**config.mk**
```make
export PLATFORM = sky130hd
export DESIGN_NAME = vga_timing
export DESIGN_NICKNAME = d
export VERILOG_FILES = /design/src/rtl/vga_timing.sv
export SDC_FILE = /design/constraint.sdc
export NUM_CORES = 1
export LEC_CHECK = 0
export BUFFER_PORTS_ARGS = -buffer_cell sky130_fd_sc_hd__buf_4
export CAP_MARGIN = 20
export CORE_MARGIN = 4
export CORE_UTILIZATION = 37
export CTS_CLUSTER_DIAMETER = 40
export DETAILED_ROUTE_END_ITERATION = 6
export PLACE_DENSITY = 0.69
export RECOVER_POWER = 100
export SYNTH_ARGS = -nofsm -noshare
export SYNTH_HDL_FRONTEND = slang
export SYNTH_SLANG_ARGS = --single-unit
```
**constraint.sdc**
```tcl
create_clock -name pixel_clk -period 3.3 [get_ports pixel_clk]
set_input_delay 0.165 -clock pixel_clk [delete_from_list [all_inputs] [get_ports pixel_clk]]
set_output_delay 0.165 -clock pixel_clk [all_outputs]
set_load 0.005 [all_outputs]
```
**src/rtl/vga_timing.sv**
```systemverilog
// Raster timing generator and pixel output stage for the rectangle GPU.
// Optional build macro VGA_TIMING_TEST_PATTERN_EN adds a test_mode input that swaps color_in for colour bars.
module vga_timing #(
  parameter int COORD_WIDTH  = 16,
  parameter int H_VISIBLE    = 640,
  parameter int H_FRONT      = 16,
  parameter int H_SYNC       = 96,
  parameter int H_BACK       = 48,
  parameter int V_VISIBLE    = 480,
  parameter int V_FRONT      = 10,
  parameter int V_SYNC       = 2,
  parameter int V_BACK       = 33,
  parameter int PIPE_LATENCY = 6
) (
  input  logic                   pixel_clk,
  input  logic                   reset,
`ifdef VGA_TIMING_TEST_PATTERN_EN
  input  logic                   test_mode,
`endif
  input  logic [15:0]            color_in,
  output logic [COORD_WIDTH-1:0] x_coord,
  output logic [COORD_WIDTH-1:0] y_coord,
  output logic                   idle,
  output logic                   hsync,
  output logic                   vsync,
  output logic                   de,
  output logic [4:0]             red,
  output logic [5:0]             green,
  output logic [4:0]             blue
);

  localparam int H_TOTAL = H_VISIBLE + H_FRONT + H_SYNC + H_BACK;
  localparam int V_TOTAL = V_VISIBLE + V_FRONT + V_SYNC + V_BACK;
  localparam int TAIL    = PIPE_LATENCY - 1;

  localparam logic [COORD_WIDTH-1:0] H_LAST   = COORD_WIDTH'(H_TOTAL - 1);
  localparam logic [COORD_WIDTH-1:0] V_LAST   = COORD_WIDTH'(V_TOTAL - 1);
  localparam logic [COORD_WIDTH-1:0] H_VIS    = COORD_WIDTH'(H_VISIBLE);
  localparam logic [COORD_WIDTH-1:0] V_VIS    = COORD_WIDTH'(V_VISIBLE);
  localparam logic [COORD_WIDTH-1:0] HS_START = COORD_WIDTH'(H_VISIBLE + H_FRONT);
  localparam logic [COORD_WIDTH-1:0] HS_END   = COORD_WIDTH'(H_VISIBLE + H_FRONT + H_SYNC);
  localparam logic [COORD_WIDTH-1:0] VS_START = COORD_WIDTH'(V_VISIBLE + V_FRONT);
  localparam logic [COORD_WIDTH-1:0] VS_END   = COORD_WIDTH'(V_VISIBLE + V_FRONT + V_SYNC);
  localparam logic [COORD_WIDTH-1:0] ONE      = COORD_WIDTH'(1);

  logic [COORD_WIDTH-1:0] x_q, x_d;
  logic [COORD_WIDTH-1:0] y_q, y_d;
  logic                   idle_q, idle_d;

  logic                    de_raw, hs_raw, vs_raw;
  logic [PIPE_LATENCY-1:0] de_dly_q, de_dly_d;
  logic [PIPE_LATENCY-1:0] hs_dly_q, hs_dly_d;
  logic [PIPE_LATENCY-1:0] vs_dly_q, vs_dly_d;

  logic        hsync_q, hsync_d;
  logic        vsync_q, vsync_d;
  logic        de_q, de_d;
  logic [15:0] rgb_q, rgb_d;
  logic [15:0] pix;

`ifdef VGA_TIMING_TEST_PATTERN_EN
  localparam logic [COORD_WIDTH-1:0] BAR_W    = COORD_WIDTH'(H_VISIBLE / 8);
  localparam logic [COORD_WIDTH-1:0] BAR_LAST = COORD_WIDTH'(7);

  logic [COORD_WIDTH-1:0]        bar_full;
  logic [2:0]                    bar_raw;
  logic [PIPE_LATENCY-1:0][2:0]  bar_dly_q, bar_dly_d;

  function automatic logic [15:0] bar_color(input logic [2:0] idx);
    case (idx)
      3'd0:    bar_color = 16'hFFFF;
      3'd1:    bar_color = 16'hFFE0;
      3'd2:    bar_color = 16'h07FF;
      3'd3:    bar_color = 16'h07E0;
      3'd4:    bar_color = 16'hF81F;
      3'd5:    bar_color = 16'hF800;
      3'd6:    bar_color = 16'h001F;
      default: bar_color = 16'h0000;
    endcase
  endfunction
`endif

  // Stage 0: raster counters; idle follows the next y so it moves on the same edge as y_coord.
  always_comb begin
    x_d = x_q + ONE;
    y_d = y_q;
    if (x_q == H_LAST) begin
      x_d = '0;
      y_d = (y_q == V_LAST) ? '0 : y_q + ONE;
    end
    idle_d = (y_d >= V_VIS);
  end

  always_comb begin
    de_raw = (x_q < H_VIS) && (y_q < V_VIS);
    hs_raw = !((x_q >= HS_START) && (x_q < HS_END));
    vs_raw = !((y_q >= VS_START) && (y_q < VS_END));
  end

  // Stages 1..PIPE_LATENCY: timing delay line matching the GPU colour latency.
  always_comb begin
    de_dly_d = {de_dly_q[PIPE_LATENCY-2:0], de_raw};
    hs_dly_d = {hs_dly_q[PIPE_LATENCY-2:0], hs_raw};
    vs_dly_d = {vs_dly_q[PIPE_LATENCY-2:0], vs_raw};
  end

`ifdef VGA_TIMING_TEST_PATTERN_EN
  always_comb begin
    bar_full  = x_q / BAR_W;
    bar_raw   = (bar_full > BAR_LAST) ? 3'd7 : bar_full[2:0];
    bar_dly_d = {bar_dly_q[PIPE_LATENCY-2:0], bar_raw};
  end

  // Bar index is pure data; it only reaches the pins qualified by the delayed de.
  always_ff @(posedge pixel_clk) begin
    bar_dly_q <= bar_dly_d;
  end
`endif

  // Output stage: delay-line tail meets color_in for the same coordinate.
  always_comb begin
    pix = color_in;
`ifdef VGA_TIMING_TEST_PATTERN_EN
    if (test_mode) pix = bar_color(bar_dly_q[TAIL]);
`endif
    hsync_d = hs_dly_q[TAIL];
    vsync_d = vs_dly_q[TAIL];
    de_d    = de_dly_q[TAIL];
    rgb_d   = de_dly_q[TAIL] ? pix : 16'h0000;
  end

  always_ff @(posedge pixel_clk or negedge reset) begin
    if (!reset) begin
      x_q      <= '0;
      y_q      <= '0;
      idle_q   <= 1'b0;
      de_dly_q <= '0;
      hs_dly_q <= '1;
      vs_dly_q <= '1;
      hsync_q  <= 1'b1;
      vsync_q  <= 1'b1;
      de_q     <= 1'b0;
      rgb_q    <= '0;
    end else begin
      x_q      <= x_d;
      y_q      <= y_d;
      idle_q   <= idle_d;
      de_dly_q <= de_dly_d;
      hs_dly_q <= hs_dly_d;
      vs_dly_q <= vs_dly_d;
      hsync_q  <= hsync_d;
      vsync_q  <= vsync_d;
      de_q     <= de_d;
      rgb_q    <= rgb_d;
    end
  end

  assign x_coord = x_q;
  assign y_coord = y_q;
  assign idle    = idle_q;
  assign hsync   = hsync_q;
  assign vsync   = vsync_q;
  assign de      = de_q;
  assign red     = rgb_q[15:11];
  assign green   = rgb_q[10:5];
  assign blue    = rgb_q[4:0];

endmodule
```
## Word-level counts from Yosys, hierarchy flattened

Index checks and enable logic that the tools add are counted.

| operators by class | value |
|---|---|
| add/subtract/negate cells | 2 |
| multipliers | 0 |
| div/mod/pow operators | 0 |
| magnitude comparators | 7 |
| equal/unequal tests | 2 |
| shift operators | 0 |
| multiplexer cells | 4 |
| bitwise gates (word level) | 0 |
| reductions and logical operators | 5 |

Operator list:

| kind | count |
|---|---|
| $mux 16 | 4 |
| $add 16x1->16 const B | 2 |
| $eq 16x10->1 const B | 2 |
| $ge 16x9->1 const B | 2 |
| $lt 16x10->1 const B | 2 |
| $lt 16x9->1 const B | 2 |
| $ge 16x10->1 const B | 1 |
| $logic_and 1x1->1 | 3 |
| $logic_not 1->1 | 2 |

| storage, ports and cells | value |
|---|---|
| register bits after elaboration | 70 |
| bits in latches | 0 |
| bits in writable memories | 0 |
| memory bits (read-only) | 0 |
| input bits | 18 |
| output and inout bits | 52 |
| logic and storage cells | 30 |
| memories kept | 0 |

## Logic depth before layout (Yosys ltp)

Gate-level depths: netlist of the first run.

| logic depth | value |
|---|---|
| word-level depth | 4 |
| depth in mapped cells | 8 |

## Worst setup path after synthesis of the first run

No wires, ideal clock.

| path | value |
|---|---|
| kind | register -> register |
| start point | register x_q[5], in the netlist x_coord[5] |
| end point | register idle_q, in the netlist idle |
| setup time | 129 ps |
| data arrival time | 2,292 ps |
| required time | 3,171 ps |
| setup slack | 880 ps |
| cell stages (with the launch flop) | 7 |
| buffers on the path | 0 |
| clock period less this slack | 2,420 ps |
| cell sequence | dfrtp_1 > nor4b_2 > nand4_4 > nor3_1 > xor2_1 > or4_1 > a2111o_1 |

| between the ends | value |
|---|---|
| word-level cells in the longest chain between the ends | 3 |

RTL lines:

| what | line | text |
|---|---|---|
| start, declared | 46 | `logic [COORD_WIDTH-1:0] x_q, x_d;` |
| start signal, assigned | 134 | `x_q <= '0;` |
| start signal, assigned | 145 | `x_q <= x_d;` |
| $eq 16x10->1 | 87 | `if (x_q == H_LAST) begin` |
| $mux 16 | 87 |  |
| named net y_d[11] | 47 | `logic [COORD_WIDTH-1:0] y_q, y_d;` |
| $ge 16x9->1 | 91 | `idle_d = (y_d >= V_VIS);` |
| named net idle_d | 48 | `logic idle_q, idle_d;` |
| end signal, assigned | 147 | `idle_q <= idle_d;` |
| end, declared | 48 |  |

The timed path passes the listed nets, and every way through them passes these cells.

## Worst setup path in the final report of the first run

Same ends and word-level chain as after synthesis.

==> flow_metrics.env, run 1 <==
export IMPL_status="finished, violations left"
export IMPL_violations="max-capacitance violations, max-slew violations"
export IMPL_hold_viol=0
export IMPL_overflow=0
export IMPL_r2r_end="idle"
export IMPL_grtUsageTotal=0.1329
export IMPL_crit_fanout=8
export IMPL_netlist_area_sq_mm=0.002824
export IMPL_slew_headroom=-0.08591
export IMPL_cts_tree="done"
export IMPL_synth_edf_count=0
export IMPL_synth_ff_type="dfrtp_1"
export IMPL_synth_avg_cell_area_sq_um=12.39
export IMPL_gp_congestion=0.8389
export IMPL_power_per_cell_area_mw_per_mm2=481.6
export IMPL_final_common_cell="dfrtp_1"
export IMPL_cp_required_ns=3.52
export IMPL_grt_start_max_net_pins=71
export IMPL_start_util=0.3852
export IMPL_cp_arrival_ns=3.00
export IMPL_viasPerCell=4.812
export IMPL_synthesis_nets=250
export IMPL_maxCapViolCount=1
export IMPL_cts_buffer_depth=2
export IMPL_firstDrtPassIters=4
export IMPL_endpoint="idle"
export IMPL_endpoint_kind="flip-flop"
export IMPL_row_count=31
export IMPL_grt_pass1_wl_um=9287
export IMPL_ios=70
export IMPL_die_y_um=95.37
export IMPL_async_flop_share=1.000
export IMPL_power_total_mw=1.762
export IMPL_setup_violations=0
export IMPL_htreeDepth=3
export IMPL_setup_tns_final_ns=0
export IMPL_period_share=0.8426
export IMPL_vdd_drop_max_mv=0.2013
export IMPL_cts_root_buf="clkbuf_8"
export IMPL_critPathKind="reg -> reg"
export IMPL_portBuffers=69
export IMPL_cts_reportedPaths_clkPinSlew_ns=0.08
export IMPL_wl_per_cell_um=13.94
export IMPL_diodes=0
export IMPL_synth_seq_cells=70
export IMPL_drv_slew=71
export IMPL_drc=0
export IMPL_layout_min_cycle_time_ns=2.781
export IMPL_rsz0062_at_grt="false"
export IMPL_area_delta_synth_final_pct=29.55
export IMPL_fill_cells=668
export IMPL_dp_hpwl_um=4022
export IMPL_antenna_found_initial=0
export IMPL_layout_common_cells="56 x dfrtp_1, 45 x clkbuf_4, 17 x nor2_1"
export IMPL_num_vias=1973
export IMPL_yosysWarnings=0
export IMPL_synthCells=228
export IMPL_synth_distinct_cells=41
export IMPL_cp_start_kind="flip-flop"
export IMPL_p_leak_nw=1.634
export IMPL_worst_r2r_setup_slack_ns=0.52
export IMPL_dieArea_sq_mm=0.009094
export IMPL_grt_pass1_vias=1903
export IMPL_clock_sinks=70
export IMPL_fmax_mhz=359.6
export IMPL_tightest_slew_ns=1.629
export IMPL_routed_wl_um=5715
export IMPL_die_width_um=95.37
export IMPL_worstRegToRegCells=6
export IMPL_min_path_cells=2
export IMPL_r2r_start="x_coord[5]"
export IMPL_clock_latency_ns=0.33
export IMPL_crit_start="x_coord[5]"
export IMPL_ant_nets=0
export IMPL_skew_ns=0.01105
export IMPL_drive_gt1_frac=0.3119
export IMPL_hold_class="in -> reg"
export IMPL_ys_seq_area_frac=0.6265
export IMPL_cts_buffers_inserted=9
export IMPL_nNetsFinal=328
export IMPL_coreArea_sq_mm=0.007331
export IMPL_drtIter0Drc=91
## critical path, cell delays in order (launching register included)
cell      delay, ns
dfrtp_1        0.45
nor4b_2        0.50
nand4_1        0.41
nor3b_1        0.35
xor2_1         0.12
or4_1          0.41
a2111o_1       0.43
## metrics by stage
step | setup slack (ns) | std cells | utilization | area (sq um) | hold slack [ns]
2_1_floorplan | 0.8798 | 228 | - | 2824 | -0.1306
3_3_place_gp | 0.7745 | 393 | 0.4697 | 3443 | 0.3256
3_5_place_dp | 0.6827 | 393 | 0.4697 | 3443 | 0.3267
4_1_cts | 0.6170 | 410 | 0.5049 | 3701 | 0.02482
5_1_grt | 0.3796 | 410 | 0.4991 | 3659 | 0.02607
6_report | 0.5194 | 410 | 0.4991 | 3659 | 0.03980
## logic make-up (layout without fill, tap and decap cells)
kind of cell / Yosys count / count (layout) / share of synthesized area
AO/OA/AOI/OAI: 14 / 14 / 0.03102
XOR/XNOR: 25 / 25 / 0.07754
adder cells (fa/ha/maj): 4 / 4 / 0.01772
buffers and inverters: 10 / 93 / 0.01728
flip-flops: 70 / 70 / 0.6265
multiplexers: 1 / 1 / 0.003545
AND/OR/NAND/NOR: 104 / 104 / 0.2264
## per-layer routing
layer	track usage	vias to the layer above	routed length (um)
met2	0.2023	74	2560
met4	0.06851	0	133
met3	0.02999	11	444
met5	0	-	0
li1	-	936	-
met1	0.1773	952	2576
## final cells by class
cell class	count	area, sq um	share of cell area
repair buffers	70	499.2	0.1365
clock buffers	11	141.4	0.03865
inverters	7	26.28	0.007182
multi-input cells	148	992.2	0.2712
clock inverters	5	106.4	0.02907
flip-flops and latches	70	1769	0.4836
well taps	99	123.9	0.03386
## sequential cells by signal (all words and copies together) (netlist names)
signal,cells
de,1
idle,1
vsync,1
vs_dly_q,6
x_coord,16
hs_dly_q,6
rgb_q,16
hsync,1
de_dly_q,6
y_coord,16
## how the worst min path moves through the flow
stage,from,end,slack [ns]
3_5_place_dp,reset,rgb_q[3],0.33
6_report,color_in[9],rgb_q[9],0.04
3_3_place_gp,reset,rgb_q[0],0.33
2_1_floorplan,reset,de,-0.13
4_1_cts,color_in[6],rgb_q[6],0.02
5_1_grt,color_in[9],rgb_q[9],0.03
## Yosys cell counts (2+ instances only)
library cell  number  area (sq um)
nand2_1           14         52.55
o21ai_0            8         40.04
xor2_1            11         96.34
and2_1            18         112.6
dfstp_2           14         367.9
inv_1              7         26.28
nand2b_1           2         12.51
and3_1             6         37.54
nand3_1           14         70.07
xnor2_1           14         122.6
and4_1             4         35.03
dfrtp_1           56          1401
or4_1              2         15.01
ha_1               4         50.05
or3_1              3         18.77
nor3_1             7         35.03
nand4_1            4         25.02
o31ai_1            2         15.01
nor2_1            16         60.06
## power by group
group	internal, mW	total (mW)	switching [mW]
clock network	0.525	0.839	0.315
registers	0.868	0.870	0.00230
logic	0.0277	0.0524	0.0247
total	1.42	1.76	0.342
## what timing repair did
| action | CTS | global route |
|---|---|---|
| buffers inserted | 0 | 0 |
| setup endpoints to repair | 0 | 0 |
| gates resized for setup | 0 | 0 |
| hold buffers | 1 | 0 |
| hold endpoints to repair | 56 | 0 |
Power figures use the tool's default switching activity.
==> run 2, diff against run 1 <==
Clock period 3.3 ns to 2.9 ns, I/O delays scaled along.
==> flow_metrics.env, run 2 (synthesis results as in run 1) <==
export IMPL_layout_min_cycle_time_ns=2.602
export IMPL_status="finished, violations left"
export IMPL_nNetsFinal=334
export IMPL_area_delta_synth_final_pct=30.66
export IMPL_hold_class="in -> reg"
export IMPL_clock_sinks=70
export IMPL_antenna_found_initial=0
export IMPL_start_util=0.3852
export IMPL_ant_nets=0
export IMPL_hold_viol=0
export IMPL_postLayoutCoreUtil=0.5033
export IMPL_overflow=0
export IMPL_grt_pass1_wl_um=9370
export IMPL_cts_tree="done"
export IMPL_dieArea_sq_mm=0.009094
export IMPL_routed_wl_um=5882
export IMPL_tightest_slew_ns=1.640
export IMPL_fmax_mhz=384.4
export IMPL_critPathKind="reg -> reg"
export IMPL_p_leak_nw=1.650
export IMPL_power_per_cell_area_mw_per_mm2=526.1
export IMPL_cts_buffers_inserted=9
export IMPL_period_share=0.8971
export IMPL_setup_tns_final_ns=0
export IMPL_cts_root_buf="clkbuf_8"
export IMPL_row_count=31
export IMPL_drc=0
export IMPL_num_vias=1978
export IMPL_vdd_drop_max_mv=0.2410
export IMPL_die_y_um=95.37
export IMPL_final_common_cell="dfrtp_1"
export IMPL_drv_slew=71
export IMPL_rsz0062_at_grt="false"
export IMPL_htreeDepth=3
export IMPL_crit_fanout=7
export IMPL_layout_common_cells="56 x dfrtp_1, 44 x clkbuf_4, 17 x nor2_1, 17 x buf_4"
export IMPL_drtIter0Drc=63
export IMPL_postPlaceCellArea_sq_mm=0.003458
export IMPL_ios=70
export IMPL_cts_buffer_depth=2
export IMPL_cts_reportedPaths_clkPinSlew_ns=0.08
export IMPL_cp_required_ns=3.12
export IMPL_clock_latency_ns=0.34
export IMPL_wl_per_cell_um=14.14
export IMPL_diodes=0
export IMPL_portBuffers=69
export IMPL_drive_gt1_frac=0.3091
export IMPL_violations="max-capacitance violations, max-slew violations"
export IMPL_die_width_um=95.37
export IMPL_maxCapViolCount=1
export IMPL_slew_headroom=-0.09320
export IMPL_design_area_sq_mm=0.003690
export IMPL_cp_start_kind="flip-flop"
export IMPL_grt_pass1_vias=1971
export IMPL_gp_congestion=0.8364
export IMPL_cp_arrival_ns=2.83
export IMPL_coreArea_sq_mm=0.007331
export IMPL_endpoint_kind="flip-flop"
export IMPL_dp_hpwl_um=4121
export IMPL_firstDrtPassIters=4
export IMPL_setup_violations=0
export IMPL_viasPerCell=4.755
export IMPL_grt_start_max_net_pins=71
export IMPL_skew_ns=0.007580
export IMPL_hold_ws_ns=0.02264
export IMPL_grtUsageTotal=0.1364
==> run 2: cell count changes in the layout (fill, tap and decap cells not counted), sizes merged <==
cell         change
clkinv           +1
inv              +1
bufinv           -1
buf              +1
dlygate4sd3      +4
==> run 2: path summary, 6_finish.rpt <==
path | from | end | slack [ns] | cells past startpoint
worst max-delay path | x_coord[5] | idle | 0.30 | 7
worst min-delay path | color_in[12] | rgb_q[12] | 0.02 | 2
worst max register to register | x_coord[5] | idle | 0.30 | 7
worst min register to register | de_dly_q[4] | de_dly_q[5] | 0.35 | 0
max in group asynchronous | reset | x_coord[7] | 1.16 | 2
min in group asynchronous | reset | rgb_q[0] | 0.77 | 2
==> run 2: metrics by stage <==
stage	cells	power [mW]	setup slack, ns
after global placement	395	1.072	0.3846
after floorplan	228	1.018	0.4798
after CTS	412	1.966	0.2519
after detailed placement	395	1.073	0.2612
final	416	1.941	0.2984
after global routing	416	2.039	0.1122
==> run 2: critical path, cell delays in order (launching register included) <==
cell	delay, ns
dfrtp_1	0.45
nor4b_2	0.50
nand4_1	0.21
clkbuf_1	0.25
nor2_1	0.33
mux2i_1	0.24
a22oi_1	0.12
a2111o_1	0.40
==> run 2: what timing repair did <==
item                      CTS  global route
resized for setup           0             0
hold endpoints to repair   56             4
hold buffers                1             4
buffers inserted            0             0
==> run 2: layer usage <==
metal / track usage / part of all wire / vias to the layer above
met3: 0.03473 / 0.067 / 9
li1: - / - / 950
met4: 0.07572 / 0.018 / 0
met2: 0.2198 / 0.48 / 68
met5: 0 / 0 / -
met1: 0.1665 / 0.44 / 951
==> run 2: power breakdown <==
| group | leakage (nW) | internal [mW] | switching (mW) |
|---|---|---|---|
| clock | 0.113 | 0.513 | 0.373 |
| combinational | 0.695 | 0.0347 | 0.0291 |
| sequential | 0.842 | 0.988 | 0.00273 |
==> run 2: final cells by class <==
type / count / area [sq um]
Clock buffer: 10 / 137.6
Clock inverter: 6 / 93.84
Fill cell: 669 / 3641
Inverter: 7 / 26.28
Multi-Input combinational cell: 148 / 992.2
Sequential cell: 70 / 1769
Tap cell: 99 / 123.9
Timing Repair Buffer: 76 / 546.8
==> run 3, diff against run 2 <==
Settings changed: ABC_AREA set to 0, PLACE_DENSITY 0.69 to not set.
Clock period 2.9 ns to 2.95 ns, I/O delays scaled along.
==> flow_metrics.env, run 3 (synthesis results as in run 1) <==
export IMPL_status="finished, violations left"
export IMPL_violations="max-capacitance violations, max-slew violations"
export IMPL_die_y_um=95.37
export IMPL_portBuffers=69
export IMPL_post_place_ws_ns=0.3710
export IMPL_cp_arrival_ns=2.86
export IMPL_htreeDepth=3
export IMPL_maxCapViolCount=1
export IMPL_ctsHoldBuffers=1
export IMPL_fmax_mhz=377.6
export IMPL_antenna_found_initial=0
export IMPL_crit_chain="ha_1, and3_1, nand4_1, nor3_1, xor2_1, or4_1, a2111o_1"
export IMPL_seq_area_sq_mm=0.001769
export IMPL_ios=70
export IMPL_wl_per_cell_um=14.16
export IMPL_crit_cells=7
export IMPL_top_usage_layer="met2"
export IMPL_hold_viol=0
export IMPL_drtIter0Drc=63
export IMPL_viasPerCell=4.728
export IMPL_period_share=0.8978
export IMPL_cts_reportedPaths_clkPinSlew_ns=0.08
export IMPL_area_delta_synth_final_pct=28.67
export IMPL_row_count=31
export IMPL_multi_input_area_sq_um=977.2
export IMPL_met3_usage=0.04025
export IMPL_skew_ns=0.009302
export IMPL_tightest_slew_ns=1.671
export IMPL_worst_r2r_setup_slack_ns=0.30
export IMPL_final_common_cell="dfrtp_1"
export IMPL_vdd_drop_max_mv=0.3049
export IMPL_cts_buffers_inserted=9
export IMPL_nNetsFinal=330
export IMPL_setup_violations=0
export IMPL_layout_min_cycle_time_ns=2.649
export IMPL_slew_headroom=-0.1137
export IMPL_gp_congestion=0.8602
export IMPL_ant_nets=0
export IMPL_cts_buffer_depth=2
export IMPL_power_per_cell_area_mw_per_mm2=536.2
export IMPL_start_util=0.3852
export IMPL_coreArea_sq_mm=0.007331
export IMPL_dp_hpwl_um=4093
export IMPL_setup_tns_final_ns=0
export IMPL_critPathKind="reg -> reg"
export IMPL_met2_usage=0.1977
export IMPL_firstDrtPassIters=4
export IMPL_grt_start_max_net_pins=71
export IMPL_fill_cells=659
export IMPL_endpoint_kind="flip-flop"
export IMPL_p_leak_nw=1.623
export IMPL_routed_wl_um=5835
export IMPL_clock_sinks=70
export IMPL_drv_slew=71
export IMPL_hold_class="in -> reg"
export IMPL_crit_start="x_coord[0]"
export IMPL_rsz0062_at_grt="false"
export IMPL_path_buf_inv=0
export IMPL_clock_latency_ns=0.33
export IMPL_finalWorstSetupSlack_ns=0.3014
export IMPL_dieArea_sq_mm=0.009094
export IMPL_cts_root_buf="clkbuf_8"
export IMPL_crit_fanout=6
export IMPL_layout_common_cells="56 x dfrtp_1, 42 x clkbuf_4, 17 x nor2_1, 17 x buf_4"
export IMPL_cp_required_ns=3.16
export IMPL_grt_pass1_wl_um=9556
export IMPL_drive_gt1_frac=0.3003
export IMPL_grtUsageTotal=0.1360
export IMPL_cts_setup_buffers=0
export IMPL_grt_pass1_vias=1957
export IMPL_slowest_stage="or4_1"
export IMPL_cpPeakStageDelay_ns=0.53
export IMPL_worstRegToRegCells=7
export IMPL_endpoint="idle"
export IMPL_cts_tree="done"
export IMPL_num_vias=1948
export IMPL_diodes=0
export IMPL_die_width_um=95.37
export IMPL_r2r_start="x_coord[0]"
export IMPL_drc=0
export IMPL_cts_repair_resized=0
export IMPL_met1_usage=0.1872
export IMPL_cp_start_kind="flip-flop"
export IMPL_critPathTopFamily="simple AND/OR/NAND/NOR gates"
export IMPL_r2r_end="idle"
export IMPL_overflow=0
[run 3: cell type report]
class                           count  share of cell area
Timing Repair Buffer               72              0.1374
Inverter                            7            0.007231
Multi-Input combinational cell    148              0.2689
Clock buffer                       10             0.03512
Sequential cell                    70              0.4869
Clock inverter                      6             0.03030
Tap cell                           99             0.03409
[run 3: stage by stage]
| stage | area [sq um] | power [mW] | utilization | hold WS [ns] | std cells |
|---|---|---|---|---|---|
| finish | 3633 | 1.948 | 0.4956 | 0.02592 | 412 |
| global route | 3633 | 2.030 | 0.4956 | 0.005726 | 412 |
| CTS | 3706 | 1.978 | 0.5055 | 0.01088 | 412 |
| detailed placement | 3458 | 1.054 | 0.4718 | 0.3168 | 395 |
| global placement | 3458 | 1.054 | 0.4718 | 0.3094 | 395 |
| floorplan | 2824 | 1.001 | - | -0.1481 | 228 |
[run 3: worst min path at each step]
stage / cells past startpoint / slack (ns) / end / startpoint
finish: 2 / 0.03 / rgb_q[6] / color_in[6]
global route: 2 / 0.006 / rgb_q[2] / color_in[2]
CTS: 2 / 0.01 / rgb_q[4] / color_in[4]
detailed placement: 1 / 0.32 / rgb_q[15] / reset
global placement: 1 / 0.31 / rgb_q[15] / reset
floorplan: 0 / -0.15 / de / reset
[run 3: power breakdown]
part           total (mW)  internal (mW)  switching [mW]
Clock               0.917          0.561           0.356
Combinational      0.0575         0.0299          0.0277
Sequential          0.974          0.971         0.00266
Total                1.95           1.56           0.387
[run 3: worst reg2reg max path, delay by kind of cell, from the launching register on]
| family | cells | cell delay [ns] |
|---|---|---|
| AO/OA/AOI/OAI | 1 | 0.41 |
| AND/OR/NAND/NOR | 4 | 1.40 |
| flip-flops | 1 | 0.42 |
| adder cells (fa/ha/maj) | 1 | 0.20 |
| XOR/XNOR | 1 | 0.11 |
[run 3: metal layers]
layer / routed length [um] / part of all wire
met4: 40 / 0.0069
met2: 2516 / 0.43
met3: 447 / 0.077
met1: 2831 / 0.49
met5: 0 / 0
